--- src/rtl/memory_access_if.sv ---
// Execute-to-memory-to-writeback bundle for the memory_access stage.
// slave: the stage itself; master: its surroundings (execute, memory, wb).
interface memory_access_if;
  logic        in_valid;
  logic        in_ready;
  logic        is_load;
  logic        is_store;
  logic [2:0]  func3;
  logic [31:0] addr_result;
  logic [31:0] store_data;
  logic [4:0]  dest_i;
  logic        mem_req;
  logic        mem_we;
  logic [31:0] mem_addr;
  logic [31:0] mem_wdata;
  logic [3:0]  mem_wstrb;
  logic        mem_ready;
  logic [31:0] mem_rdata;
  logic        wb_valid;
  logic [4:0]  wb_dest;
  logic [31:0] wb_data;
  logic        misalign;

  modport slave (
    input  in_valid, is_load, is_store, func3,
    input  addr_result, store_data, dest_i,
    input  mem_ready, mem_rdata,
    output in_ready,
    output mem_req, mem_we, mem_addr, mem_wdata, mem_wstrb,
    output wb_valid, wb_dest, wb_data, misalign
  );

  modport master (
    output in_valid, is_load, is_store, func3,
    output addr_result, store_data, dest_i,
    output mem_ready, mem_rdata,
    input  in_ready,
    input  mem_req, mem_we, mem_addr, mem_wdata, mem_wstrb,
    input  wb_valid, wb_dest, wb_data, misalign
  );
endinterface

--- src/rtl/memory_access.sv ---
// Memory-access pipeline stage: loads/stores with ready handshake.
// Optional misaligned-access trap: define MEM_MISALIGN_TRAP_EN.
module memory_access (
  input  logic clk,
  input  logic reset_n,
  memory_access_if.slave bus
);
  typedef enum logic {IDLE, BUSY} state_e;

  state_e      state_q, state_d;
  logic        mem_req_q, mem_req_d;
  logic        mem_we_q, mem_we_d;
  logic [31:0] mem_addr_q, mem_addr_d;
  logic [31:0] mem_wdata_q, mem_wdata_d;
  logic [3:0]  mem_wstrb_q, mem_wstrb_d;
  logic        wb_valid_q, wb_valid_d;
  logic [4:0]  wb_dest_q, wb_dest_d;
  logic [31:0] wb_data_q, wb_data_d;
  logic        misalign_q, misalign_d;
  logic [1:0]  off_q, off_d;
  logic [2:0]  f3_q, f3_d;
  logic        ld_q, ld_d;

  logic        is_mem;
  logic [1:0]  off;
  logic        mis;
  logic [3:0]  st_strb;
  logic [31:0] st_data;
  logic [7:0]  ld_byte;
  logic [15:0] ld_half;
  logic [31:0] ld_fmt;

  assign is_mem = bus.is_load | bus.is_store;
  assign off    = bus.addr_result[1:0];

`ifdef MEM_MISALIGN_TRAP_EN
  logic hw, wd;
  always_comb begin
    hw = bus.is_load ? (bus.func3[1:0] == 2'b01)
                     : (bus.func3 == 3'b001);
    wd = bus.is_load ? bus.func3[1]
                     : (bus.func3[2:1] != 2'b00);
    mis = (hw & off[0]) | (wd & (off != 2'b00));
  end
`else
  assign mis = 1'b0;
`endif

  always_comb begin
    st_strb = 4'b1111;
    st_data = bus.store_data;
    unique case (1'b1)
      bus.func3 == 3'b000: begin
        st_strb = 4'b0001 << off;
        st_data = {4{bus.store_data[7:0]}};
      end
      bus.func3 == 3'b001: begin
        st_strb = off[1] ? 4'b1100 : 4'b0011;
        st_data = {2{bus.store_data[15:0]}};
      end
      default: ;
    endcase
  end

  always_comb begin
    ld_byte = 8'(bus.mem_rdata >> {off_q, 3'b000});
    ld_half = off_q[1] ? bus.mem_rdata[31:16]
                       : bus.mem_rdata[15:0];
    ld_fmt  = bus.mem_rdata;
    unique case (1'b1)
      f3_q[1]: ld_fmt = bus.mem_rdata;
      ~f3_q[1] & f3_q[0]:
        ld_fmt = {{16{~f3_q[2] & ld_half[15]}}, ld_half};
      default:
        ld_fmt = {{24{~f3_q[2] & ld_byte[7]}}, ld_byte};
    endcase
  end

  always_ff @(posedge clk or negedge reset_n) begin
    if (!reset_n) begin
      state_q     <= IDLE;
      mem_req_q   <= 1'b0;
      mem_we_q    <= 1'b0;
      mem_addr_q  <= '0;
      mem_wdata_q <= '0;
      mem_wstrb_q <= '0;
      wb_valid_q  <= 1'b0;
      wb_dest_q   <= '0;
      wb_data_q   <= '0;
      misalign_q  <= 1'b0;
      off_q       <= '0;
      f3_q        <= '0;
      ld_q        <= 1'b0;
    end else begin
      state_q     <= state_d;
      mem_req_q   <= mem_req_d;
      mem_we_q    <= mem_we_d;
      mem_addr_q  <= mem_addr_d;
      mem_wdata_q <= mem_wdata_d;
      mem_wstrb_q <= mem_wstrb_d;
      wb_valid_q  <= wb_valid_d;
      wb_dest_q   <= wb_dest_d;
      wb_data_q   <= wb_data_d;
      misalign_q  <= misalign_d;
      off_q       <= off_d;
      f3_q        <= f3_d;
      ld_q        <= ld_d;
    end
  end

  always_comb begin
    state_d = state_q;
    unique case (state_q)
      IDLE: if (bus.in_valid & is_mem & ~mis) state_d = BUSY;
      BUSY: if (bus.mem_ready) state_d = IDLE;
      default: state_d = IDLE;
    endcase
  end

  always_comb begin
    mem_req_d   = mem_req_q;
    mem_we_d    = mem_we_q;
    mem_addr_d  = mem_addr_q;
    mem_wdata_d = mem_wdata_q;
    mem_wstrb_d = mem_wstrb_q;
    wb_valid_d  = 1'b0;
    wb_dest_d   = wb_dest_q;
    wb_data_d   = wb_data_q;
    misalign_d  = 1'b0;
    off_d       = off_q;
    f3_d        = f3_q;
    ld_d        = ld_q;
    unique case (state_q)
      IDLE: if (bus.in_valid) begin
        if (!is_mem) begin
          wb_valid_d = 1'b1;
          wb_data_d  = bus.addr_result;
          wb_dest_d  = bus.dest_i;
        end else if (mis) begin
          misalign_d = 1'b1;
        end else begin
          mem_req_d   = 1'b1;
          mem_we_d    = ~bus.is_load;
          mem_addr_d  = {bus.addr_result[31:2], 2'b00};
          mem_wdata_d = st_data;
          mem_wstrb_d = st_strb;
          wb_dest_d   = bus.dest_i;
          off_d       = off;
          f3_d        = bus.func3;
          ld_d        = bus.is_load;
        end
      end
      BUSY: if (bus.mem_ready) begin
        mem_req_d = 1'b0;
        if (ld_q) begin
          wb_valid_d = 1'b1;
          wb_data_d  = ld_fmt;
        end
      end
      default: ;
    endcase
  end

  assign bus.in_ready  = (state_q == IDLE);
  assign bus.mem_req   = mem_req_q;
  assign bus.mem_we    = mem_we_q;
  assign bus.mem_addr  = mem_addr_q;
  assign bus.mem_wdata = mem_wdata_q;
  assign bus.mem_wstrb = mem_wstrb_q;
  assign bus.wb_valid  = wb_valid_q;
  assign bus.wb_dest   = wb_dest_q;
  assign bus.wb_data   = wb_data_q;
  assign bus.misalign  = misalign_q;
endmodule

--- src/flat_wrapper.sv ---
// flat-port wrapper written by rule: the top's interface ports become plain ports
module memory_access_flat 
  (clk, reset_n, bus_in_valid, bus_is_load, bus_is_store, bus_func3, bus_addr_result, bus_store_data, bus_dest_i, bus_mem_ready, bus_mem_rdata, bus_in_ready, bus_mem_req, bus_mem_we, bus_mem_addr, bus_mem_wdata, bus_mem_wstrb, bus_wb_valid, bus_wb_dest, bus_wb_data, bus_misalign);
  memory_access_if bus_i ();
  input  logic clk;
  input  logic reset_n;
  input wire logic [$bits(bus_i.in_valid)-1:0] bus_in_valid;
  input wire logic [$bits(bus_i.is_load)-1:0] bus_is_load;
  input wire logic [$bits(bus_i.is_store)-1:0] bus_is_store;
  input wire logic [$bits(bus_i.func3)-1:0] bus_func3;
  input wire logic [$bits(bus_i.addr_result)-1:0] bus_addr_result;
  input wire logic [$bits(bus_i.store_data)-1:0] bus_store_data;
  input wire logic [$bits(bus_i.dest_i)-1:0] bus_dest_i;
  input wire logic [$bits(bus_i.mem_ready)-1:0] bus_mem_ready;
  input wire logic [$bits(bus_i.mem_rdata)-1:0] bus_mem_rdata;
  output wire logic [$bits(bus_i.in_ready)-1:0] bus_in_ready;
  output wire logic [$bits(bus_i.mem_req)-1:0] bus_mem_req;
  output wire logic [$bits(bus_i.mem_we)-1:0] bus_mem_we;
  output wire logic [$bits(bus_i.mem_addr)-1:0] bus_mem_addr;
  output wire logic [$bits(bus_i.mem_wdata)-1:0] bus_mem_wdata;
  output wire logic [$bits(bus_i.mem_wstrb)-1:0] bus_mem_wstrb;
  output wire logic [$bits(bus_i.wb_valid)-1:0] bus_wb_valid;
  output wire logic [$bits(bus_i.wb_dest)-1:0] bus_wb_dest;
  output wire logic [$bits(bus_i.wb_data)-1:0] bus_wb_data;
  output wire logic [$bits(bus_i.misalign)-1:0] bus_misalign;
  assign bus_i.in_valid = bus_in_valid;
  assign bus_i.is_load = bus_is_load;
  assign bus_i.is_store = bus_is_store;
  assign bus_i.func3 = bus_func3;
  assign bus_i.addr_result = bus_addr_result;
  assign bus_i.store_data = bus_store_data;
  assign bus_i.dest_i = bus_dest_i;
  assign bus_i.mem_ready = bus_mem_ready;
  assign bus_i.mem_rdata = bus_mem_rdata;
  assign bus_in_ready = bus_i.in_ready;
  assign bus_mem_req = bus_i.mem_req;
  assign bus_mem_we = bus_i.mem_we;
  assign bus_mem_addr = bus_i.mem_addr;
  assign bus_mem_wdata = bus_i.mem_wdata;
  assign bus_mem_wstrb = bus_i.mem_wstrb;
  assign bus_wb_valid = bus_i.wb_valid;
  assign bus_wb_dest = bus_i.wb_dest;
  assign bus_wb_data = bus_i.wb_data;
  assign bus_misalign = bus_i.misalign;
  memory_access u_core (.clk(clk), .reset_n(reset_n), .bus(bus_i));
endmodule
--- config.mk ---
export PLATFORM = sky130hd
export DESIGN_NAME = memory_access_flat
export DESIGN_NICKNAME = d
export VERILOG_FILES = /design/src/rtl/memory_access_if.sv /design/src/rtl/memory_access.sv /design/src/flat_wrapper.sv
export SDC_FILE = /design/constraint.sdc
export NUM_CORES = 1
export LEC_CHECK = 0
export ABC_AREA = 1
export BUFFER_PORTS_ARGS = -buffer_cell sky130_fd_sc_hd__buf_2
export CAP_MARGIN = 40
export CORE_MARGIN = 2
export CORE_UTILIZATION = 53
export DETAILED_ROUTE_END_ITERATION = 6
export PLACE_DENSITY = 0.86
export SLEW_MARGIN = 20
export SYNTH_ARGS = -nofsm -noshare
export SYNTH_HDL_FRONTEND = slang
export SYNTH_SLANG_ARGS = --single-unit
export TNS_END_PERCENT = 30
--- constraint.sdc ---
create_clock -name clk -period 2.52 [get_ports clk]
set_clock_uncertainty 0.2 [all_clocks]
set_input_delay 0.252 -clock clk [delete_from_list [all_inputs] [get_ports clk]]
set_output_delay 0.252 -clock clk [all_outputs]
set_load 0.02 [all_outputs]
==> metrics.csv <==
stage,metric,value,unit
synthesis,yosysSeqAreaShare,49.7,%
clocking,worst_skew_pair.late_latency,510,ps
min_path,timing.hold.worst.start,bus_mem_rdata[26],
final_layout,cell_area_after_layout,0.00859,sq mm
floorplan,die-width,108,microns
final_layout,fin_nets,1200,
setup_path,critPathMaxFanout,22,
synthesis,ys_ff_latch,113,
setup_path,timing.critical_path.required,2770,ps
setup_path,cp-startpoint,u_core.state_q,
routing,routed_wire_length_per_instance,17.9,microns
setup_path,cp.buffers_inverters,3,
setup_path,critical-path-slowest-cell,sky130_fd_sc_hd__dlygate4sd3_1,
pwr,power,0.00777,W
clocking,cts-htree-levels,4,
synthesis,post_synth_main_area_contributors,"sky130_fd_sc_hd__dfrtp_1 50%, sky130_fd_sc_hd__nand2_1 19%, sky130_fd_sc_hd__a21oi_1 7.6%",
floorplan,floorplan.die_area,0.0116,sq mm
floorplan,floorplan.die.height,108,microns
global_route,grt_pass1_vias,7085,
routing,detail_route.vias_per_cell,5.52,
clocking,cts_root_buf,sky130_fd_sc_hd__clkbuf_8,
floorplan,io-pin-count,220,
global_route,globalRouteTotalUtil,39.8,%
final_layout,mostFrequentLayoutCells,"288 x sky130_fd_sc_hd__nand2_1, 215 x sky130_fd_sc_hd__buf_2, 117 x sky130_fd_sc_hd__dlygate4sd3_1",
sta,tightest_slew,641,ps
setup_path,crit_path_leading_delay_family,buffers and inverters,
place,dpl-instance-area,0.00685,sq mm
place,post-dp-hpwl,12100,microns
floorplan,core.rowCount,37,
sta,setup-tns-final,0,ps
status,outcome,"complete, no violations",
sta,fmax,423,MHz
global_route,grt_pass1_wl,35200,microns
clocking,cts-root-to-sink-buffers,2,
final_layout,proportion_of_layout_cells_with_a_drive_suffix_above_1,26.7,%
pwr,power.ir.vdd_worst,0.484,mV
routing,ant_nets,0,
sta,timing_hold_violations_final,0,
place,numPlacedInstances,1090,
synthesis,yosysWarningCount,0,
clocking,tritoncts_clock_tree,done,
synthesis,synth_top_cell_by_area,sky130_fd_sc_hd__dfrtp_1,
min_path,worst_hold_path_type,in2reg,
routing,totalWireLength,22200,microns
clocking,cts-buffers-inserted,17,
pwr,pwr_dens,904,mW/mm^2
place,io_buffer_count,216,
final_layout,area_growth,51.0,%
place,place_worst_setup_slack,489,ps
sta,min_period_over_period,93.8,%
final_layout,most_common_cell_after_layout_fill_and_taps_aside,sky130_fd_sc_hd__nand2_1,
routing,drtIter0Drc,593,
sta,setup_viol_count_final,0,
final_layout,layout_cells_excl_fill,1241,
routing,drcViolationCount,0,
setup_path,crit_type,reg2reg,
synthesis,synth_top_area_share,49.7,%
pwr,p_leak,4.59,nW
sta,timing.slew.headroom,57.2,%
clocking,clkTransAtPathRegs,60,ps
setup_path,cp_data_arrival_time,2610,ps
setup_path,crit-reg2reg-launch,u_core.state_q,
job,drv_cap,0,
global_route,grt_start_max_net_pins,52,
place,place.gp.congestion,0.862,
synthesis,syn_avg_cell_area,7.46,sq um
sta,fin_crit,2360,ps
synthesis,synthDistinctLibCells,24,
setup_path,critical_path.startpoint_type,flop,
sta,setup_slack,155,ps
setup_path,path_cells,nor2_4 -> o21ai_4 -> clkinv_2 -> buf_12 -> nor2_1 -> a21oi_1 -> dlygate4sd3_1,
synthesis,post_syn_area,0.00569,sq mm
sta,rsz0062_at_grt,no,
setup_path,worstSetupEndpointType,flop,
global_route,antenna_violations_before_repair,2,
global_route,globalRoute.totalOverflow,0,
routing,first_pass_iters,5,
floorplan,floorplan.initialDensity,54.9,%
setup_path,critical_path.max_stage_delay,570,ps
synthesis,netlist_instances,763,
clocking,clock_sink_count,113,
routing,num_vias,6852,
floorplan,core_region_area,0.0104,sq mm
sta,final-max-slew-violation-count,0,
[per-layer routing]
metal	track usage [%]	share of wire (%)	vias up
met5	0	0	-
met4	25.5	6.5	0
met3	11.9	10	142
met2	65.8	48	532
met1	44.7	35	3122
li1	-	-	3056
[cell usage after synthesis (all sizes together)]
master / instances
nand3: 16
conb: 1
inv: 83
o21a: 1
nand2: 294
buf: 32
and2: 1
dfrtp: 113
clkinv: 2
clkbuf: 11
nor2: 37
a31oi: 8
o21ai: 73
a21oi: 91
[cells by family (layout without fill, tap and decap cells)]
group | count (synthesis) | count (layout) | share of synthesized area, %
compound gates | 173 | 173 | 15.8
buf+inv | 128 | 466 | 10.2
flops | 113 | 113 | 49.7
other cells | 1 | 5 | 0.0659
simple gates | 348 | 348 | 24.1
[report_power, final]
group / total [W] / internal, W / switching [W]
logic: 0.00279 / 0.000964 / 0.00182
clock network: 0.00229 / 0.00134 / 0.000943
registers: 0.00270 / 0.00233 / 0.000371
total: 0.00777 / 0.00464 / 0.00314
[state kept, by name, indices dropped and copies added, names as in the netlist]
signal and count:
u_core.off_q 2, u_core.state_q 1, u_core.bus.mem_req 1, u_core.bus.mem_wdata 32, u_core.bus.mem_we 1, u_core.bus.mem_wstrb 4
u_core.ld_q 1, u_core.bus.mem_addr 30, u_core.bus.wb_data 32, u_core.bus.wb_dest 5, u_core.f3_q 3, u_core.bus.wb_valid 1
[final timing paths]
path | endpoint | slack [ps] | depth (start not counted)
worst max-delay path | u_core.bus.mem_wdata[27] | 160 | 7
worst min-delay path | u_core.bus.wb_data[26] | 30 | 7
worst max register to register | u_core.bus.mem_wdata[27] | 160 | 7
worst min register to register | u_core.bus.mem_wdata[0] | 270 | 2
max in group asynchronous | u_core.bus.wb_data[18] | 1330 | 3
min in group asynchronous | u_core.bus.mem_addr[4] | 80 | 2
[repair_timing]
item	in CTS	in global routing
resized for setup	0	3
buffers inserted	0	0
setup endpoints to repair	0	2
hold buffers	117	0
endpoints found under the hold margin	200	0
[layout make-up]
type / instances / area [sq um]
antenna: 2 / 5.00
inverter: 85 / 320
fill: 577 / 1780
multi-input combinational: 524 / 2300
clock inverter: 14 / 133
sequential: 113 / 2830
timing repair buffer: 349 / 2410
tap: 136 / 170
clock buffer: 18 / 428
[worst register-to-register path: stages, from the launching register on]
cell                            delay (ps)
sky130_fd_sc_hd__dfrtp_2               510
sky130_fd_sc_hd__nor2_4                290
sky130_fd_sc_hd__o21ai_4               120
sky130_fd_sc_hd__clkinv_2              220
sky130_fd_sc_hd__buf_12                200
sky130_fd_sc_hd__nor2_1                 80
sky130_fd_sc_hd__a21oi_1               120
sky130_fd_sc_hd__dlygate4sd3_1         570
[per-stage QoR]
step	hold WS [ps]	utilization [%]
3_5_place_dp	65.2	66.1
6_report	27.7	82.9
4_1_cts	3.37	82.8
5_1_grt	88.0	82.9
2_1_floorplan	-244	-
3_3_place_gp	62.0	66.1
(Power assumes the default switching activity.)
